--- config.mk ---
export PLATFORM = sky130hd
export DESIGN_NAME = mem_refill_arbiter_flat
export DESIGN_NICKNAME = d
export VERILOG_FILES = /design/src/rtl/mem_refill_arbiter_if.sv /design/src/rtl/mem_refill_arbiter.sv /design/src/flat_wrapper.sv
export SDC_FILE = /design/constraint.sdc
export NUM_CORES = 1
export LEC_CHECK = 0
export ABC_CLOCK_PERIOD_IN_PS = 2900
export BUFFER_PORTS_ARGS = -buffer_cell sky130_fd_sc_hd__clkbuf_2
export CAP_MARGIN = 10
export CORE_AREA = 2 2 107 109
export CTS_BUF_LIST = sky130_fd_sc_hd__clkbuf_8
export CTS_CLUSTER_DIAMETER = 40
export CTS_CLUSTER_SIZE = 25
export DETAILED_ROUTE_END_ITERATION = 6
export DIE_AREA = 0 0 109 111
export GPL_ROUTABILITY_DRIVEN = 0
export MAX_ROUTING_LAYER = met4
export PLACE_DENSITY = 0.71
export REMOVE_ABC_BUFFERS = 1
export SLEW_MARGIN = 30
export SYNTH_ARGS = -nofsm -noshare
export SYNTH_HDL_FRONTEND = slang
export SYNTH_SLANG_ARGS = --single-unit
export TNS_END_PERCENT = 50
--- constraint.sdc ---
create_clock -name clk -period 2.9 [get_ports clk]
set_clock_uncertainty 0.1 [all_clocks]
set_input_delay 0.58 -clock clk [delete_from_list [all_inputs] [get_ports clk]]
set_output_delay 0.58 -clock clk [all_outputs]
set_load 0.1 [all_outputs]
--- src/rtl/mem_refill_arbiter_if.sv ---
// Bundle of cache-side and memory-side signals around the refill arbiter.
// The arbiter connects through the slave modport; caches and memory use the master modport.
interface mem_refill_arbiter_if #(
    parameter int ADDR_WIDTH = 32,
    parameter int DATA_WIDTH = 32
);
    // A transfer occurs in a cycle where valid and ready are both 1; the sender holds
    // valid and payload stable until then. mem_rsp_valid has no ready and is never stalled.
    logic                  i_req_valid;
    logic [ADDR_WIDTH-1:0] i_req_addr;
    logic                  i_req_ready;
    logic                  i_rsp_valid;
    logic [DATA_WIDTH-1:0] i_rsp_data;
    logic                  i_rsp_last;

    logic                  d_req_valid;
    logic                  d_req_write;
    logic [ADDR_WIDTH-1:0] d_req_addr;
    logic                  d_req_ready;
    logic                  d_wdata_valid;
    logic [DATA_WIDTH-1:0] d_wdata;
    logic                  d_wdata_ready;
    logic                  d_rsp_valid;
    logic [DATA_WIDTH-1:0] d_rsp_data;
    logic                  d_rsp_last;

    logic                  mem_req_valid;
    logic                  mem_req_ready;
    logic                  mem_req_write;
    logic [ADDR_WIDTH-1:0] mem_req_addr;
    logic                  mem_wdata_valid;
    logic [DATA_WIDTH-1:0] mem_wdata;
    logic                  mem_wdata_ready;
    logic                  mem_rsp_valid;
    logic [DATA_WIDTH-1:0] mem_rsp_data;

    logic [2:0]            dbg_state;

    modport slave (
        input  i_req_valid, i_req_addr,
        output i_req_ready, i_rsp_valid, i_rsp_data, i_rsp_last,
        input  d_req_valid, d_req_write, d_req_addr, d_wdata_valid, d_wdata,
        output d_req_ready, d_wdata_ready, d_rsp_valid, d_rsp_data, d_rsp_last,
        output mem_req_valid, mem_req_write, mem_req_addr, mem_wdata_valid, mem_wdata,
        input  mem_req_ready, mem_wdata_ready, mem_rsp_valid, mem_rsp_data,
        output dbg_state
    );

    modport master (
        output i_req_valid, i_req_addr,
        input  i_req_ready, i_rsp_valid, i_rsp_data, i_rsp_last,
        output d_req_valid, d_req_write, d_req_addr, d_wdata_valid, d_wdata,
        input  d_req_ready, d_wdata_ready, d_rsp_valid, d_rsp_data, d_rsp_last,
        input  mem_req_valid, mem_req_write, mem_req_addr, mem_wdata_valid, mem_wdata,
        output mem_req_ready, mem_wdata_ready, mem_rsp_valid, mem_rsp_data,
        input  dbg_state
    );
endinterface

--- src/rtl/mem_refill_arbiter.sv ---
// Shares one memory port between I-cache refills and D-cache refills/writebacks,
// one line transaction at a time, D first with a bounded starvation guard for I.
module mem_refill_arbiter #(
    parameter int ADDR_WIDTH   = 32,
    parameter int DATA_WIDTH   = 32,
    parameter int LINE_WORDS   = 4,
    parameter int STARVE_LIMIT = 4
) (
    input  logic                 clk,
    input  logic                 rst_n,
    mem_refill_arbiter_if.slave  bus
);
    localparam int OFFS  = $clog2(LINE_WORDS * DATA_WIDTH / 8);
    localparam int CNT_W = $clog2(LINE_WORDS);
    localparam int SC_W  = $clog2(STARVE_LIMIT + 1);
    localparam logic [ADDR_WIDTH-1:0] LOW_MASK = ADDR_WIDTH'((64'd1 << OFFS) - 64'd1);

    typedef enum logic [2:0] {
        IDLE  = 3'd0,
        CMD   = 3'd1,
        READ  = 3'd2,
        WRITE = 3'd3,
        WACK  = 3'd4
    } state_t;

    state_t                state_q, state_d;
    logic                  owner_d_q;
    logic                  write_q;
    logic [ADDR_WIDTH-1:0] addr_q;
    logic [CNT_W-1:0]      beat_q;
    logic [SC_W-1:0]       starve_q;

    logic                  grant_i, grant_d, beat_fire, last_beat, starved;
    logic [ADDR_WIDTH-1:0] line_addr;

    assign starved   = (starve_q == SC_W'(STARVE_LIMIT));
    assign last_beat = (beat_q == CNT_W'(LINE_WORDS - 1));

    // rst_n gates the grants so the readies drop at once while reset is asserted.
    assign grant_i = rst_n && (state_q == IDLE) && bus.i_req_valid &&
                     (!bus.d_req_valid || starved);
    assign grant_d = rst_n && (state_q == IDLE) && bus.d_req_valid && !grant_i;

    assign beat_fire = ((state_q == READ)  && bus.mem_rsp_valid) ||
                       ((state_q == WRITE) && bus.d_wdata_valid && bus.mem_wdata_ready);

    assign line_addr = (grant_d ? bus.d_req_addr : bus.i_req_addr) & ~LOW_MASK;

    assign bus.dbg_state = state_q;

    always_ff @(posedge clk or negedge rst_n) begin
        if (!rst_n) begin
            state_q <= IDLE;
        end else begin
            state_q <= state_d;
        end
    end

    always_comb begin
        state_d             = state_q;
        bus.i_req_ready     = grant_i;
        bus.d_req_ready     = grant_d;
        bus.i_rsp_valid     = 1'b0;
        bus.i_rsp_data      = '0;
        bus.i_rsp_last      = 1'b0;
        bus.d_rsp_valid     = 1'b0;
        bus.d_rsp_data      = '0;
        bus.d_rsp_last      = 1'b0;
        bus.d_wdata_ready   = 1'b0;
        bus.mem_req_valid   = 1'b0;
        bus.mem_req_write   = 1'b0;
        bus.mem_req_addr    = '0;
        bus.mem_wdata_valid = 1'b0;
        bus.mem_wdata       = '0;

        case (state_q)
            IDLE: begin
                if (grant_i || grant_d) state_d = CMD;
            end
            CMD: begin
                bus.mem_req_valid = 1'b1;
                bus.mem_req_write = write_q;
                bus.mem_req_addr  = addr_q;
                if (bus.mem_req_ready) state_d = write_q ? WRITE : READ;
            end
            READ: begin
                // Zero-latency pass-through; only the owner ever sees a beat.
                if (bus.mem_rsp_valid) begin
                    if (owner_d_q) begin
                        bus.d_rsp_valid = 1'b1;
                        bus.d_rsp_data  = bus.mem_rsp_data;
                        bus.d_rsp_last  = last_beat;
                    end else begin
                        bus.i_rsp_valid = 1'b1;
                        bus.i_rsp_data  = bus.mem_rsp_data;
                        bus.i_rsp_last  = last_beat;
                    end
                    if (last_beat) state_d = IDLE;
                end
            end
            WRITE: begin
                bus.mem_wdata_valid = bus.d_wdata_valid;
                bus.mem_wdata       = bus.d_wdata;
                bus.d_wdata_ready   = bus.mem_wdata_ready;
                if (beat_fire && last_beat) state_d = WACK;
            end
            WACK: begin
                bus.d_rsp_valid = 1'b1;
                bus.d_rsp_last  = 1'b1;
                state_d         = IDLE;
            end
            default: state_d = IDLE;
        endcase
    end

    always_ff @(posedge clk or negedge rst_n) begin
        if (!rst_n) begin
            owner_d_q <= 1'b0;
            write_q   <= 1'b0;
            addr_q    <= '0;
            beat_q    <= '0;
            starve_q  <= '0;
        end else begin
            if (grant_i || grant_d) begin
                owner_d_q <= grant_d;
                write_q   <= grant_d && bus.d_req_write;
                addr_q    <= line_addr;
            end

            if (beat_fire) begin
                beat_q <= last_beat ? '0 : beat_q + CNT_W'(1);
            end

            // Counts D wins that overtook a waiting I request; any idle I cycle forgives.
            if (!bus.i_req_valid || grant_i) begin
                starve_q <= '0;
            end else if (grant_d && !starved) begin
                starve_q <= starve_q + SC_W'(1);
            end
        end
    end
endmodule
--- src/flat_wrapper.sv ---
// flat-port wrapper written by rule: the top's interface ports become plain ports
module mem_refill_arbiter_flat 
#(
    parameter int ADDR_WIDTH   = 32,
    parameter int DATA_WIDTH   = 32,
    parameter int LINE_WORDS   = 4,
    parameter int STARVE_LIMIT = 4
)
  (clk, rst_n, bus_i_req_valid, bus_i_req_addr, bus_i_req_ready, bus_i_rsp_valid, bus_i_rsp_data, bus_i_rsp_last, bus_d_req_valid, bus_d_req_write, bus_d_req_addr, bus_d_wdata_valid, bus_d_wdata, bus_d_req_ready, bus_d_wdata_ready, bus_d_rsp_valid, bus_d_rsp_data, bus_d_rsp_last, bus_mem_req_valid, bus_mem_req_write, bus_mem_req_addr, bus_mem_wdata_valid, bus_mem_wdata, bus_mem_req_ready, bus_mem_wdata_ready, bus_mem_rsp_valid, bus_mem_rsp_data, bus_dbg_state);
  mem_refill_arbiter_if #(.ADDR_WIDTH(ADDR_WIDTH), .DATA_WIDTH(DATA_WIDTH)) bus_i ();
  input  logic clk;
  input  logic rst_n;
  input wire logic [$bits(bus_i.i_req_valid)-1:0] bus_i_req_valid;
  input wire logic [$bits(bus_i.i_req_addr)-1:0] bus_i_req_addr;
  output wire logic [$bits(bus_i.i_req_ready)-1:0] bus_i_req_ready;
  output wire logic [$bits(bus_i.i_rsp_valid)-1:0] bus_i_rsp_valid;
  output wire logic [$bits(bus_i.i_rsp_data)-1:0] bus_i_rsp_data;
  output wire logic [$bits(bus_i.i_rsp_last)-1:0] bus_i_rsp_last;
  input wire logic [$bits(bus_i.d_req_valid)-1:0] bus_d_req_valid;
  input wire logic [$bits(bus_i.d_req_write)-1:0] bus_d_req_write;
  input wire logic [$bits(bus_i.d_req_addr)-1:0] bus_d_req_addr;
  input wire logic [$bits(bus_i.d_wdata_valid)-1:0] bus_d_wdata_valid;
  input wire logic [$bits(bus_i.d_wdata)-1:0] bus_d_wdata;
  output wire logic [$bits(bus_i.d_req_ready)-1:0] bus_d_req_ready;
  output wire logic [$bits(bus_i.d_wdata_ready)-1:0] bus_d_wdata_ready;
  output wire logic [$bits(bus_i.d_rsp_valid)-1:0] bus_d_rsp_valid;
  output wire logic [$bits(bus_i.d_rsp_data)-1:0] bus_d_rsp_data;
  output wire logic [$bits(bus_i.d_rsp_last)-1:0] bus_d_rsp_last;
  output wire logic [$bits(bus_i.mem_req_valid)-1:0] bus_mem_req_valid;
  output wire logic [$bits(bus_i.mem_req_write)-1:0] bus_mem_req_write;
  output wire logic [$bits(bus_i.mem_req_addr)-1:0] bus_mem_req_addr;
  output wire logic [$bits(bus_i.mem_wdata_valid)-1:0] bus_mem_wdata_valid;
  output wire logic [$bits(bus_i.mem_wdata)-1:0] bus_mem_wdata;
  input wire logic [$bits(bus_i.mem_req_ready)-1:0] bus_mem_req_ready;
  input wire logic [$bits(bus_i.mem_wdata_ready)-1:0] bus_mem_wdata_ready;
  input wire logic [$bits(bus_i.mem_rsp_valid)-1:0] bus_mem_rsp_valid;
  input wire logic [$bits(bus_i.mem_rsp_data)-1:0] bus_mem_rsp_data;
  output wire logic [$bits(bus_i.dbg_state)-1:0] bus_dbg_state;
  assign bus_i.i_req_valid = bus_i_req_valid;
  assign bus_i.i_req_addr = bus_i_req_addr;
  assign bus_i_req_ready = bus_i.i_req_ready;
  assign bus_i_rsp_valid = bus_i.i_rsp_valid;
  assign bus_i_rsp_data = bus_i.i_rsp_data;
  assign bus_i_rsp_last = bus_i.i_rsp_last;
  assign bus_i.d_req_valid = bus_d_req_valid;
  assign bus_i.d_req_write = bus_d_req_write;
  assign bus_i.d_req_addr = bus_d_req_addr;
  assign bus_i.d_wdata_valid = bus_d_wdata_valid;
  assign bus_i.d_wdata = bus_d_wdata;
  assign bus_d_req_ready = bus_i.d_req_ready;
  assign bus_d_wdata_ready = bus_i.d_wdata_ready;
  assign bus_d_rsp_valid = bus_i.d_rsp_valid;
  assign bus_d_rsp_data = bus_i.d_rsp_data;
  assign bus_d_rsp_last = bus_i.d_rsp_last;
  assign bus_mem_req_valid = bus_i.mem_req_valid;
  assign bus_mem_req_write = bus_i.mem_req_write;
  assign bus_mem_req_addr = bus_i.mem_req_addr;
  assign bus_mem_wdata_valid = bus_i.mem_wdata_valid;
  assign bus_mem_wdata = bus_i.mem_wdata;
  assign bus_i.mem_req_ready = bus_mem_req_ready;
  assign bus_i.mem_wdata_ready = bus_mem_wdata_ready;
  assign bus_i.mem_rsp_valid = bus_mem_rsp_valid;
  assign bus_i.mem_rsp_data = bus_mem_rsp_data;
  assign bus_dbg_state = bus_i.dbg_state;
  mem_refill_arbiter #(.ADDR_WIDTH(ADDR_WIDTH), .DATA_WIDTH(DATA_WIDTH), .LINE_WORDS(LINE_WORDS), .STARVE_LIMIT(STARVE_LIMIT)) u_core (.clk(clk), .rst_n(rst_n), .bus(bus_i));
endmodule
==> reports/qor.csv, run 1 <==
stage,metric,value,unit
status,run_status,"finished, final reports clean",
cells_and_area,post-route-util,57.0,%
placed_design,dp_hpwl,9820,um
global_route,grt_pass1_wl,18600,um
die,io_pins,278,
sta,period_share,94.2,%
synthesis,ys.flop_type,dfrtp_1,
synthesis,synth_top_area_share,34.4,%
cells_and_area,stdcell_area,0.00631,mm^2
global_route,antenna_found_initial,1,
worst_setup_path,cp-start-kind,flop,
worst_setup_path,cp_top_family,simple AND/OR/NAND/NOR gates,
worst_setup_path,end_kind,output port,
clock_network,clk_latency,0.28,ns
sta,relSlewSlack,59.8,%
synthesis,synth_cell_type_count,36,
synthesis,ys_ff_latch,38,
pwr,power_leakage,2.95,nW
worst_setup_path,cpMaxStageDelayCell,dfrtp_1,
die,design.core.area,0.0111,mm^2
placed_design,dp_worst_setup_slack,0.384,ns
worst_setup_path,crit_required,2.22,ns
synthesis,syn_inst,306,
die,die_h,111,um
worst_hold_path,hold_path.class,input port to async pin,
global_route,grt_max_degree,40,
clock_network,cts_buffer_depth,2,
cells_and_area,drive_above_1_share,52.1,%
clock_network,cts_hold_buf,0,
synthesis,netlist_top_cells_count,"and2_1 (128), dfrtp_1 (38), a21o_1 (21), clkbuf_1 (21), o221a_1 (20)",
worst_setup_path,cp_max_fo,34,
sta,report.final.slew_viol_count,0,
sta,fmax,366,MHz
route,drcViolationCount,0,
route,dr.pass1.iters,4,
synthesis,syn_avg_cell_area,9.04,um^2
worst_setup_path,path_cells,or2b_1 -> nor3_2 -> buf_4 -> and2_1 -> buf_12,
clock_network,cts_tree,done,
sta,fin_crit,2.73,ns
synthesis,synth_top_area_cell,dfrtp_1,
sta,hold_slack,0.296,ns
sta,hold_viol,0,
sta,report.final.setup_viol,0,
die,die_area,0.0121,mm^2
worst_setup_path,crit_type,flop to output port,
clock_network,root_buffer,clkbuf_8,
worst_setup_path,max_stage_delay,0.53,ns
sta,layout_setup_ws,0.169,ns
route,wl_per_cell,17.1,um
synthesis,syn_area,0.00277,mm^2
synthesis,yosysSeqAreaShare,34.4,%
clock_network,clock-sinks,38,
route,wirelength,12000,um
synthesis,synth.area.top_cells,"dfrtp_1 (34%), and2_1 (29%), o221a_1 (8.1%)",
sta,worst_slew_pin_slew,0.603,ns
synthesis,ys_async_sr_fraction,100,%
route,vias,3314,
synthesis,yosysWarnings,0,
clock_network,cts_buffers,5,
worst_setup_path,cp.arrival,2.05,ns
pwr,finalPower,6.97,mW
die,die_w,109,um
cells_and_area,final_nets,701,
global_route,grt_pass1_vias,3462,
global_route,grt_usage,20.3,%
placed_design,portBuffers,265,
die,initial_utilization,25.0,%
route,routed_via_density,4.71,
clock_network,htree_levels,2,
job,max_cap_viol_count,0,
clock_network,post_cts_resized,0,
cells_and_area,area.growth.synth_to_final,128,%
route,ant_nets,0,
clock_network,cts_setup_buffers,0,
route,drtIter0Drc,181,
synthesis,synth_most_common_cell,and2_1,
placed_design,placed_area,0.00622,mm^2
global_route,grt_overflow_total,0,
clock_network,clk_pin_slew_worst_paths,0.08,ns
worst_setup_path,critical_path_buf_inv_count,2,
sta,rsz0062_at_grt,no,
synthesis,synth-edff-count,0,
die,row_count,39,
pwr,pwr_density_cell,1100,mW/mm^2
pwr,vdd_drop_max,723,uV
==> cell type report <==
cell class | count | area, um^2
fill | 940 | 4760
clock buffer | 6 | 82.6
multi-input combinational | 233 | 1670
tap | 143 | 179
inverter | 9 | 33.8
sequential | 38 | 952
antenna | 1 | 2.50
timing repair buffer | 274 | 3400
==> metrics by stage <==
| step | cells | TNS (ns) |
|---|---|---|
| 3_3_place_gp | 697 | 0 |
| 3_5_place_dp | 697 | 0 |
| 2_1_floorplan | 280 | -298.58 |
| 5_1_grt | 704 | 0 |
| 6_report | 704 | 0 |
| 4_1_cts | 703 | 0 |
==> layer usage <==
layer  share of wire [%]  vias up  GRT usage (%)
met1                  36     1590           22.4
met3                 8.7       14           4.35
met2                  54      161           36.5
met5                   0        -              -
met4                 1.5        0           5.56
li1                    -     1549              -
==> cell usage in the layout (no fill, tap or decap), types with 2 or more instances in the layout <==
cell	synthesis	layout
a21o_1	21	21
o221a_1	20	20
dfrtp_1	38	37
nand3_1	4	4
clkbuf_2	0	131
nor2_1	4	4
ha_1	3	3
inv_1	7	7
nand2_1	3	3
nor3_2	0	3
a21boi_0	9	8
mux2_2	2	2
and2_1	128	128
a221o_1	8	8
clkbuf_8	0	6
inv_2	2	2
buf_12	0	133
a22o_1	2	2
a21oi_1	7	7
buf_4	4	9
conb_1	1	4
==> cells by family (layout without fill, tap and decap cells) <==
| family | count (synthesis) | after routing | synth area share [%] |
|---|---|---|---|
| other | 1 | 5 | 0.136 |
| adders and majority gates | 3 | 3 | 1.36 |
| buffers and inverters | 38 | 289 | 6.56 |
| muxes | 2 | 2 | 0.814 |
| DFF | 38 | 38 | 34.4 |
| and+or+nand+nor | 152 | 152 | 34.3 |
| AOI/OAI and AO/OA | 72 | 72 | 22.4 |
==> sequential cells by signal (all words and copies together) (netlist names) <==
signal                count
u_core.bus.dbg_state      3
u_core.starve_q           3
u_core.write_q            1
u_core.addr_q            28
u_core.beat_q             2
u_core.owner_d_q          1
==> where the power goes <==
part           switching (mW)  internal [mW]
logic                    3.71           1.96
registers               0.164          0.761
clock network           0.184          0.184
total                    4.06           2.91
==> path summary, 6_finish.rpt <==
| path | startpoint | endpoint | slack, ns | cells past startpoint |
|---|---|---|---|---|
| setup / recovery | u_core.bus.dbg_state[2]$_DFFE_PN0P_ | bus_d_rsp_data[29] | 0.17 | 5 |
| hold / removal | rst_n | u_core.starve_q[2]$_DFFE_PN0P_ | 0.30 | 2 |
| setup reg to reg | u_core.bus.dbg_state[2]$_DFFE_PN0P_ | u_core.addr_q[23]$_DFFE_PN0P_ | 0.69 | 4 |
| hold reg to reg | u_core.beat_q[1]$_DFFE_PN0N_ | u_core.beat_q[1]$_DFFE_PN0N_ | 0.44 | 1 |
| max in group asynchronous | rst_n | u_core.bus.dbg_state[1]$_DFFE_PN0P_ | 2.04 | 2 |
| min in group clk | bus_d_req_write | u_core.write_q$_DFFE_PN0P_ | 0.42 | 2 |
Note: power is estimated with default switching activity, not from simulation.
==> run 2, diff against run 1 <==
--- a/config.mk
+++ b/config.mk
@@ -5,18 +5,18 @@
 export SDC_FILE = /design/constraint.sdc
 export NUM_CORES = 1
 export LEC_CHECK = 0
-export ABC_CLOCK_PERIOD_IN_PS = 2900
+export ABC_CLOCK_PERIOD_IN_PS = 2400
 export BUFFER_PORTS_ARGS = -buffer_cell sky130_fd_sc_hd__clkbuf_2
 export CAP_MARGIN = 10
-export CORE_AREA = 2 2 107 109
+export CORE_AREA = 2 2 108 110
 export CTS_BUF_LIST = sky130_fd_sc_hd__clkbuf_8
-export CTS_CLUSTER_DIAMETER = 40
+export CTS_CLUSTER_DIAMETER = 50
 export CTS_CLUSTER_SIZE = 25
 export DETAILED_ROUTE_END_ITERATION = 6
-export DIE_AREA = 0 0 109 111
+export DIE_AREA = 0 0 110 112
 export GPL_ROUTABILITY_DRIVEN = 0
 export MAX_ROUTING_LAYER = met4
-export PLACE_DENSITY = 0.71
+export PLACE_DENSITY = 0.73
 export REMOVE_ABC_BUFFERS = 1
 export SLEW_MARGIN = 30
 export SYNTH_ARGS = -nofsm -noshare
==> constraint.sdc (replaced) <==
create_clock -name clk -period 2.4 [get_ports clk]
set_clock_uncertainty 0.1 [all_clocks]
set_input_delay 0.48 -clock clk [delete_from_list [all_inputs] [get_ports clk]]
set_output_delay 0.48 -clock clk [all_outputs]
set_load 0.1 [all_outputs]
==> run 2 against run 1 <==
Compared with the run above:
- utilization is 4.1 points higher
- total power increased by 32%
- critical path depth decreased by 1
- count of clock-buffer cells in the layout decreased by 1
- first-iteration DRC count fell by 12%
- setup slack lost 0.23 ns
- the run now ends with setup timing left
- sequential share of layout area fell by 1.1 points
- die area grew 1.8%
==> reports/qor.csv, run 2 (synthesis gave the netlist of run 1 again) <==
stage,metric,value,unit,change
route,wl_per_cell,18.6,um,was 17.1 um
status,violations,setup timing,,
cells_and_area,final_nets,717,,was 701
pwr,vdd_drop_max,721,uV,was 723 uV
global_route,grtUsageMet2,38.5,%,was 36.5%
sta,hold_slack,0.163,ns,was 0.296 ns
die,design.core.area,0.0112,mm^2,was 0.0111 mm^2
global_route,grt_pass1_vias,3478,,was 3462
clock_network,clk_pin_slew_worst_paths,0.09,ns,was 0.08 ns
die,initial_utilization,24.7,%,was 25.0%
die,die_w,110,um,was 109 um
route,drcViolationCount,0,,unchanged
sta,hold_viol,0,,unchanged
worst_setup_path,crit_required,1.82,ns,was 2.22 ns
sta,relSlewSlack,62.4,%,was 59.8%
sta,period_share,102,%,
sta,layout_setup_ws,-0.0575,ns,was 0.169 ns
global_route,grt_pass1_wl,19400,um,was 18600 um
cells_and_area,fill_cells,887,,was 940
die,row_count,39,,unchanged
clock_network,cts_tree,done,,unchanged
job,max_cap_viol_count,0,,unchanged
sta,report.final.slew_viol_count,0,,unchanged
clock_network,clock-sinks,38,,unchanged
sta,report.final.setup_viol,28,,was 0
pwr,power_leakage,3.20,nW,was 2.95 nW
cells_and_area,largest_reg_flops,28,,unchanged
pwr,pwr_density_cell,1350,mW/mm^2,was 1100 mW/mm^2
worst_setup_path,cp-start-kind,flop,,unchanged
global_route,use_met3,5.50,%,was 4.35%
die,die_h,112,um,was 111 um
cells_and_area,drive_above_1_share,65.6,%,was 52.1%
cells_and_area,post-route-util,61.1,%,was 57.0%
route,dr.pass1.iters,4,,unchanged
die,die_area,0.0123,mm^2,was 0.0121 mm^2
route,ant_nets,0,,unchanged
clock_network,root_buffer,clkbuf_8,,unchanged
global_route,grt_overflow_total,0,,unchanged
clock_network,cts_buffers,5,,unchanged
cells_and_area,area.growth.synth_to_final,147,%,was 128%
clock_network,cts_buffer_depth,2,,unchanged
route,routed_via_density,4.72,,was 4.71
sta,fin_crit,2.46,ns,
worst_setup_path,crit_type,flop to output port,,unchanged
cells_and_area,top_register,u_core.addr_q,,unchanged
worst_setup_path,end_kind,output port,,unchanged
worst_setup_path,cp.arrival,1.88,ns,was 2.05 ns
clock_network,cts_hold_buf,0,,unchanged
global_route,met1_usage,23.5,%,was 22.4%
global_route,top_usage_layer,met2,,unchanged
clock_network,clk_latency,0.29,ns,was 0.28 ns
worst_setup_path,regToRegSetupSlack,0.35,ns,was 0.69 ns
sta,rsz0062_at_grt,yes,,was no
cells_and_area,final_cell_mix,"buf_12 (138), clkbuf_2 (131), and2_4 (66)",,"was buf_12 (133), clkbuf_2 (131), and2_1 (128)"
route,wirelength,13500,um,was 12000 um
sta,fmax,407,MHz,
route,vias,3410,,was 3314
global_route,grt_max_degree,40,,unchanged
clock_network,htree_levels,2,,unchanged
worst_hold_path,hold_path.class,input port to async pin,,unchanged
global_route,antenna_found_initial,1,,unchanged
cells_and_area,final_common_cell,buf_12,,unchanged
placed_design,portBuffers,265,,unchanged
die,io_pins,278,,unchanged
worst_setup_path,cp_max_fo,2,,was 34
status,run_status,"finished, violations left",,"was finished, final reports clean"
route,drtIter0Drc,160,,was 181
placed_design,dp_hpwl,10600,um,was 9820 um
sta,worst_slew_pin_slew,0.566,ns,was 0.603 ns
pwr,finalPower,9.18,mW,was 6.97 mW
global_route,grt_usage,21.6,%,was 20.3%
sta,fin_setup_tns,-0.333,ns,was 0 ns
==> run 2: changes by cell type in the layout (fill, tap and decap cells not counted), moves of 2 or more <==
cell | previous run | this run
and2_4 | 0 | 66
and2_1 | 128 | 62
nor3_4 | 0 | 3
buf_4 | 9 | 15
nor3_2 | 3 | 0
bufinv_16 | 0 | 2
buf_6 | 1 | 3
buf_12 | 133 | 138
clkbuf_16 | 0 | 2
==> run 2: power breakdown <==
group	total [mW]	internal, mW	switching [mW]
registers	1.07	0.917	0.152
logic	7.45	2.75	4.70
clock network	0.658	0.417	0.241
total	9.18	4.09	5.09
==> run 2: cell type report <==
class | instances | area, um^2 | share of cell area, %
clock inverter | 3 | 68.8 | 1.01
sequential | 38 | 951 | 13.9
clock buffer | 5 | 68.8 | 1.01
multi-input combinational | 233 | 1880 | 27.5
timing repair buffer | 290 | 3640 | 53.4
inverter | 9 | 36.3 | 0.532
tap | 143 | 179 | 2.62
antenna | 1 | 2.50 | 0.0367
==> run 2: final timing paths <==
kind,from,endpoint,cells past startpoint
worst min-delay path,rst_n,u_core.addr_q[29]$_DFFE_PN0P_,2
max in group asynchronous,rst_n,u_core.addr_q[15]$_DFFE_PN0P_,2
min in group clk,bus_d_req_addr[4],u_core.addr_q[4]$_DFFE_PN0P_,2
worst max register to register,u_core.bus.dbg_state[0]$_DFFE_PN0P_,u_core.addr_q[22]$_DFFE_PN0P_,4
worst min register to register,u_core.beat_q[1]$_DFFE_PN0N_,u_core.beat_q[1]$_DFFE_PN0N_,1
worst max-delay path,u_core.bus.dbg_state[0]$_DFFE_PN0P_,bus_i_req_ready,4
==> run 2: critical path, stage by stage, from the launching register on <==
cell     delay [ns]
dfrtp_1        0.39
or4b_4         0.55
or3_4          0.40
inv_4          0.07
buf_12         0.16
==> run 2: through the flow <==
step	cell area (um^2)	cells	setup WS, ns
floorplan	2630	280	-3.67
global placement	6330	704	0.102
detailed placement	6330	704	0.0940
CTS	6660	716	-0.0688
global route	6820	722	-0.107
finish	6820	722	-0.0575
==> run 2: layer usage <==
metal,vias to the layer above,share of wire [%]
met3,17,9.0
met4,0,2.5
met2,171,52
met5,-,0
li1,1590,-
met1,1632,36
==> run 2: what timing repair did <==
action                     CTS  global route
buffers inserted             3             2
gates cloned                 1             3
setup endpoints to repair   71           132
pin swaps                   11            11
gates resized for setup     46            33
==> run 3, diff against run 2 <==
--- a/config.mk
+++ b/config.mk
@@ -5,19 +5,21 @@
 export SDC_FILE = /design/constraint.sdc
 export NUM_CORES = 1
 export LEC_CHECK = 0
-export ABC_CLOCK_PERIOD_IN_PS = 2400
+export ABC_CLOCK_PERIOD_IN_PS = 2900
 export BUFFER_PORTS_ARGS = -buffer_cell sky130_fd_sc_hd__clkbuf_2
 export CAP_MARGIN = 10
-export CORE_AREA = 2 2 108 110
+export CORE_AREA = 2 2 107 109
 export CTS_BUF_LIST = sky130_fd_sc_hd__clkbuf_8
 export CTS_CLUSTER_DIAMETER = 50
 export CTS_CLUSTER_SIZE = 25
 export DETAILED_ROUTE_END_ITERATION = 6
-export DIE_AREA = 0 0 110 112
+export DIE_AREA = 0 0 109 111
 export GPL_ROUTABILITY_DRIVEN = 0
 export MAX_ROUTING_LAYER = met4
-export PLACE_DENSITY = 0.73
+export PLACE_DENSITY = 0.71
+export RECOVER_POWER = 100
 export REMOVE_ABC_BUFFERS = 1
+export SETUP_SLACK_MARGIN = 0.02
 export SLEW_MARGIN = 30
 export SYNTH_ARGS = -nofsm -noshare
 export SYNTH_HDL_FRONTEND = slang
==> constraint.sdc (replaced) <==
create_clock -name clk -period 2.9 [get_ports clk]
set_clock_uncertainty 0.1 [all_clocks]
set_input_delay 0.58 -clock clk [delete_from_list [all_inputs] [get_ports clk]]
set_output_delay 0.58 -clock clk [all_outputs]
set_load 0.1 [all_outputs]
==> run 3 against run 2 <==
Compared with the run above:
- the run now ends clean
- global-route usage shrank 1.3 points
- non-clock buffer count is 16 lower
- routed wire length is 10% lower
- via count shrank 3.0%
- critical path depth is the same
- worst hold slack gained 0.26 ns
- critical endpoint unchanged
==> reports/qor.csv, run 3 (synthesis gave the netlist of run 1 again) <==
stage,metric,value,unit,change
worst_setup_path,reg2reg_from,u_core.bus.dbg_state[1]$_DFFE_PN0P_,,was u_core.bus.dbg_state[0]$_DFFE_PN0P_
cells_and_area,fill_cells,944,,was 887
worst_setup_path,cp-start-kind,flop,,unchanged
placed_design,placed_area,0.00622,mm^2,was 0.00633 mm^2
cells_and_area,largest_reg_flops,28,,unchanged
cells_and_area,final_common_cell,buf_12,,unchanged
die,design.core.area,0.0111,mm^2,was 0.0112 mm^2
placed_design,dp.cells,697,,was 704
global_route,grt_overflow_total,0,,unchanged
route,drcViolationCount,0,,unchanged
clock_network,clock-sinks,38,,unchanged
pwr,p_int,2.85,mW,was 4.09 mW
cells_and_area,top_register,u_core.addr_q,,unchanged
cells_and_area,layout.cells.non_filler,704,,was 722
status,run_status,"finished, final reports clean",,"was finished, violations left"
die,io_pins,278,,unchanged
route,vias,3306,,was 3410
cells_and_area,drive_above_1_share,51.1,%,was 65.6%
clock_network,cts_tree,done,,unchanged
route,dr.pass1.iters,4,,unchanged
pwr,pwr-share-comb,81.4,%,was 81.2%
worst_setup_path,crit_required,2.22,ns,was 1.82 ns
clock_network,root_buffer,clkbuf_8,,unchanged
clock_network,cts_buffer_depth,2,,unchanged
worst_setup_path,worstSetupStartpoint,u_core.bus.dbg_state[1]$_DFFE_PN0P_,,was u_core.bus.dbg_state[0]$_DFFE_PN0P_
worst_setup_path,crit_type,flop to output port,,unchanged
pwr,vdd_drop_max,719,uV,was 721 uV
pwr,clockPowerShare,5.4,%,was 7.2%
die,row_count,39,,unchanged
worst_setup_path,end_kind,output port,,unchanged
sta,fin_crit,2.74,ns,
pwr,p_sw,4.06,mW,was 5.09 mW
sta,report.final.slew_viol_count,0,,unchanged
cells_and_area,post-route-util,56.6,%,was 61.1%
worst_hold_path,hold_path.class,input port to flop,,was input port to async pin
global_route,grt_max_degree,40,,unchanged
pwr,pwr-share-seq,13.3,%,was 11.6%
placed_design,portBuffers,265,,unchanged
die,die_w,109,um,was 110 um
cells_and_area,final_nets,701,,was 717
sta,period_share,94.6,%,
cells_and_area,area.growth.synth_to_final,127,%,was 147%
route,wl_per_cell,17.2,um,was 18.6 um
clock_network,htree_levels,2,,unchanged
clock_network,cts_setup_buffers,0,,was 3
pwr,pwr_density_cell,1100,mW/mm^2,was 1350 mW/mm^2
global_route,antenna_found_initial,1,,unchanged
sta,relSlewSlack,20.4,%,was 62.4%
die,die_h,111,um,was 112 um
pwr,power_leakage,2.83,nW,was 3.20 nW
die,initial_utilization,25.0,%,was 24.7%
sta,report.final.setup_viol,0,,was 28
worst_hold_path,min-delay-start,bus_d_req_write,,
sta,worst_slew_pin_slew,1.20,ns,was 0.566 ns
route,drtIter0Drc,150,,was 160
cells_and_area,stdcell_area,0.00627,mm^2,was 0.00682 mm^2
route,routed_via_density,4.70,,was 4.72
global_route,grt_pass1_wl,18600,um,was 19400 um
route,wirelength,12100,um,was 13500 um
pwr,finalPower,6.91,mW,was 9.18 mW
global_route,grt_pass1_vias,3462,,was 3478
sta,hold_slack,0.418,ns,was 0.163 ns
clock_network,clk_pin_slew_worst_paths,0.08,ns,was 0.09 ns
clock_network,clk_latency,0.28,ns,was 0.29 ns
route,ant_nets,0,,unchanged
global_route,grt_usage,20.3,%,was 21.6%
job,max_cap_viol_count,0,,unchanged
cells_and_area,final_cell_mix,"buf_12 (131), clkbuf_2 (130), and2_0 (99)",,"was buf_12 (138), clkbuf_2 (131), and2_4 (66)"
worst_setup_path,cp_max_fo,10,,was 2
placed_design,dp_hpwl,9820,um,was 10600 um
placed_design,dp_worst_setup_slack,0.384,ns,was 0.0940 ns
sta,fmax,364,MHz,
worst_setup_path,cp.arrival,2.06,ns,was 1.88 ns
clock_network,cts_buffers,5,,unchanged
die,die_area,0.0121,mm^2,was 0.0123 mm^2
sta,hold_viol,0,,unchanged
sta,rsz0062_at_grt,no,,was yes
sta,layout_setup_ws,0.156,ns,was -0.0575 ns
sta,fin_setup_tns,0,ns,was -0.333 ns
pwr,p_sw_share,58.7,%,was 55.5%
run 3: layout make-up:
| class | count | area, um^2 | share of cell area [%] |
|---|---|---|---|
| flip-flops and latches | 38 | 952 | 15.2 |
| repair buffers | 274 | 3370 | 53.8 |
| inverters | 9 | 33.8 | 0.539 |
| diodes | 1 | 2.50 | 0.0399 |
| well taps | 143 | 179 | 2.85 |
| clock buffers | 6 | 82.6 | 1.32 |
| multi-input cells | 233 | 1650 | 26.3 |
run 3: critical path: stages (launching register included):
cell and delay (ns):
dfrtp_2 0.49, or4b_1 0.62, or3_4 0.41, inv_2 0.08, buf_12 0.17
run 3: what timing repair did:
action | 4_1_cts | 5_1_grt
resized for setup | 0 | 4
setup endpoints to repair | 0 | 71
hold buffers | 0 | 0
run 3: final timing paths:
path,depth (start not counted),slack (ns),end
hold / removal,2,0.42,u_core.write_q$_DFFE_PN0P_
hold reg to reg,1,0.44,u_core.beat_q[1]$_DFFE_PN0N_
setup reg to reg,4,0.59,u_core.addr_q[7]$_DFFE_PN0P_
max in group asynchronous,2,1.53,u_core.bus.dbg_state[1]$_DFFE_PN0P_
setup / recovery,4,0.16,bus_i_req_ready
min in group asynchronous,2,0.50,u_core.starve_q[2]$_DFFE_PN0P_
run 3: metal layers:
| layer | track usage, % | part of all wire (%) | up-vias | wire length [um] |
|---|---|---|---|---|
| met4 | 5.56 | 2.0 | 0 | 241 |
| li1 | - | - | 1546 | - |
| met2 | 36.5 | 53 | 160 | 6440 |
| met3 | 4.35 | 8.6 | 16 | 1040 |
| met1 | 22.4 | 36 | 1584 | 4360 |
| met5 | - | 0 | - | 0 |
run 3: power by group through the flow:
stage | clock network [mW] | registers, mW | logic, mW
floorplan | 0 | 0.969 | 3.54
global placement | 0 | 0.905 | 5.64
detailed placement | 0 | 0.930 | 5.70
CTS | 0.384 | 0.922 | 5.71
global route | 0.407 | 0.951 | 5.82
finish | 0.371 | 0.918 | 5.63
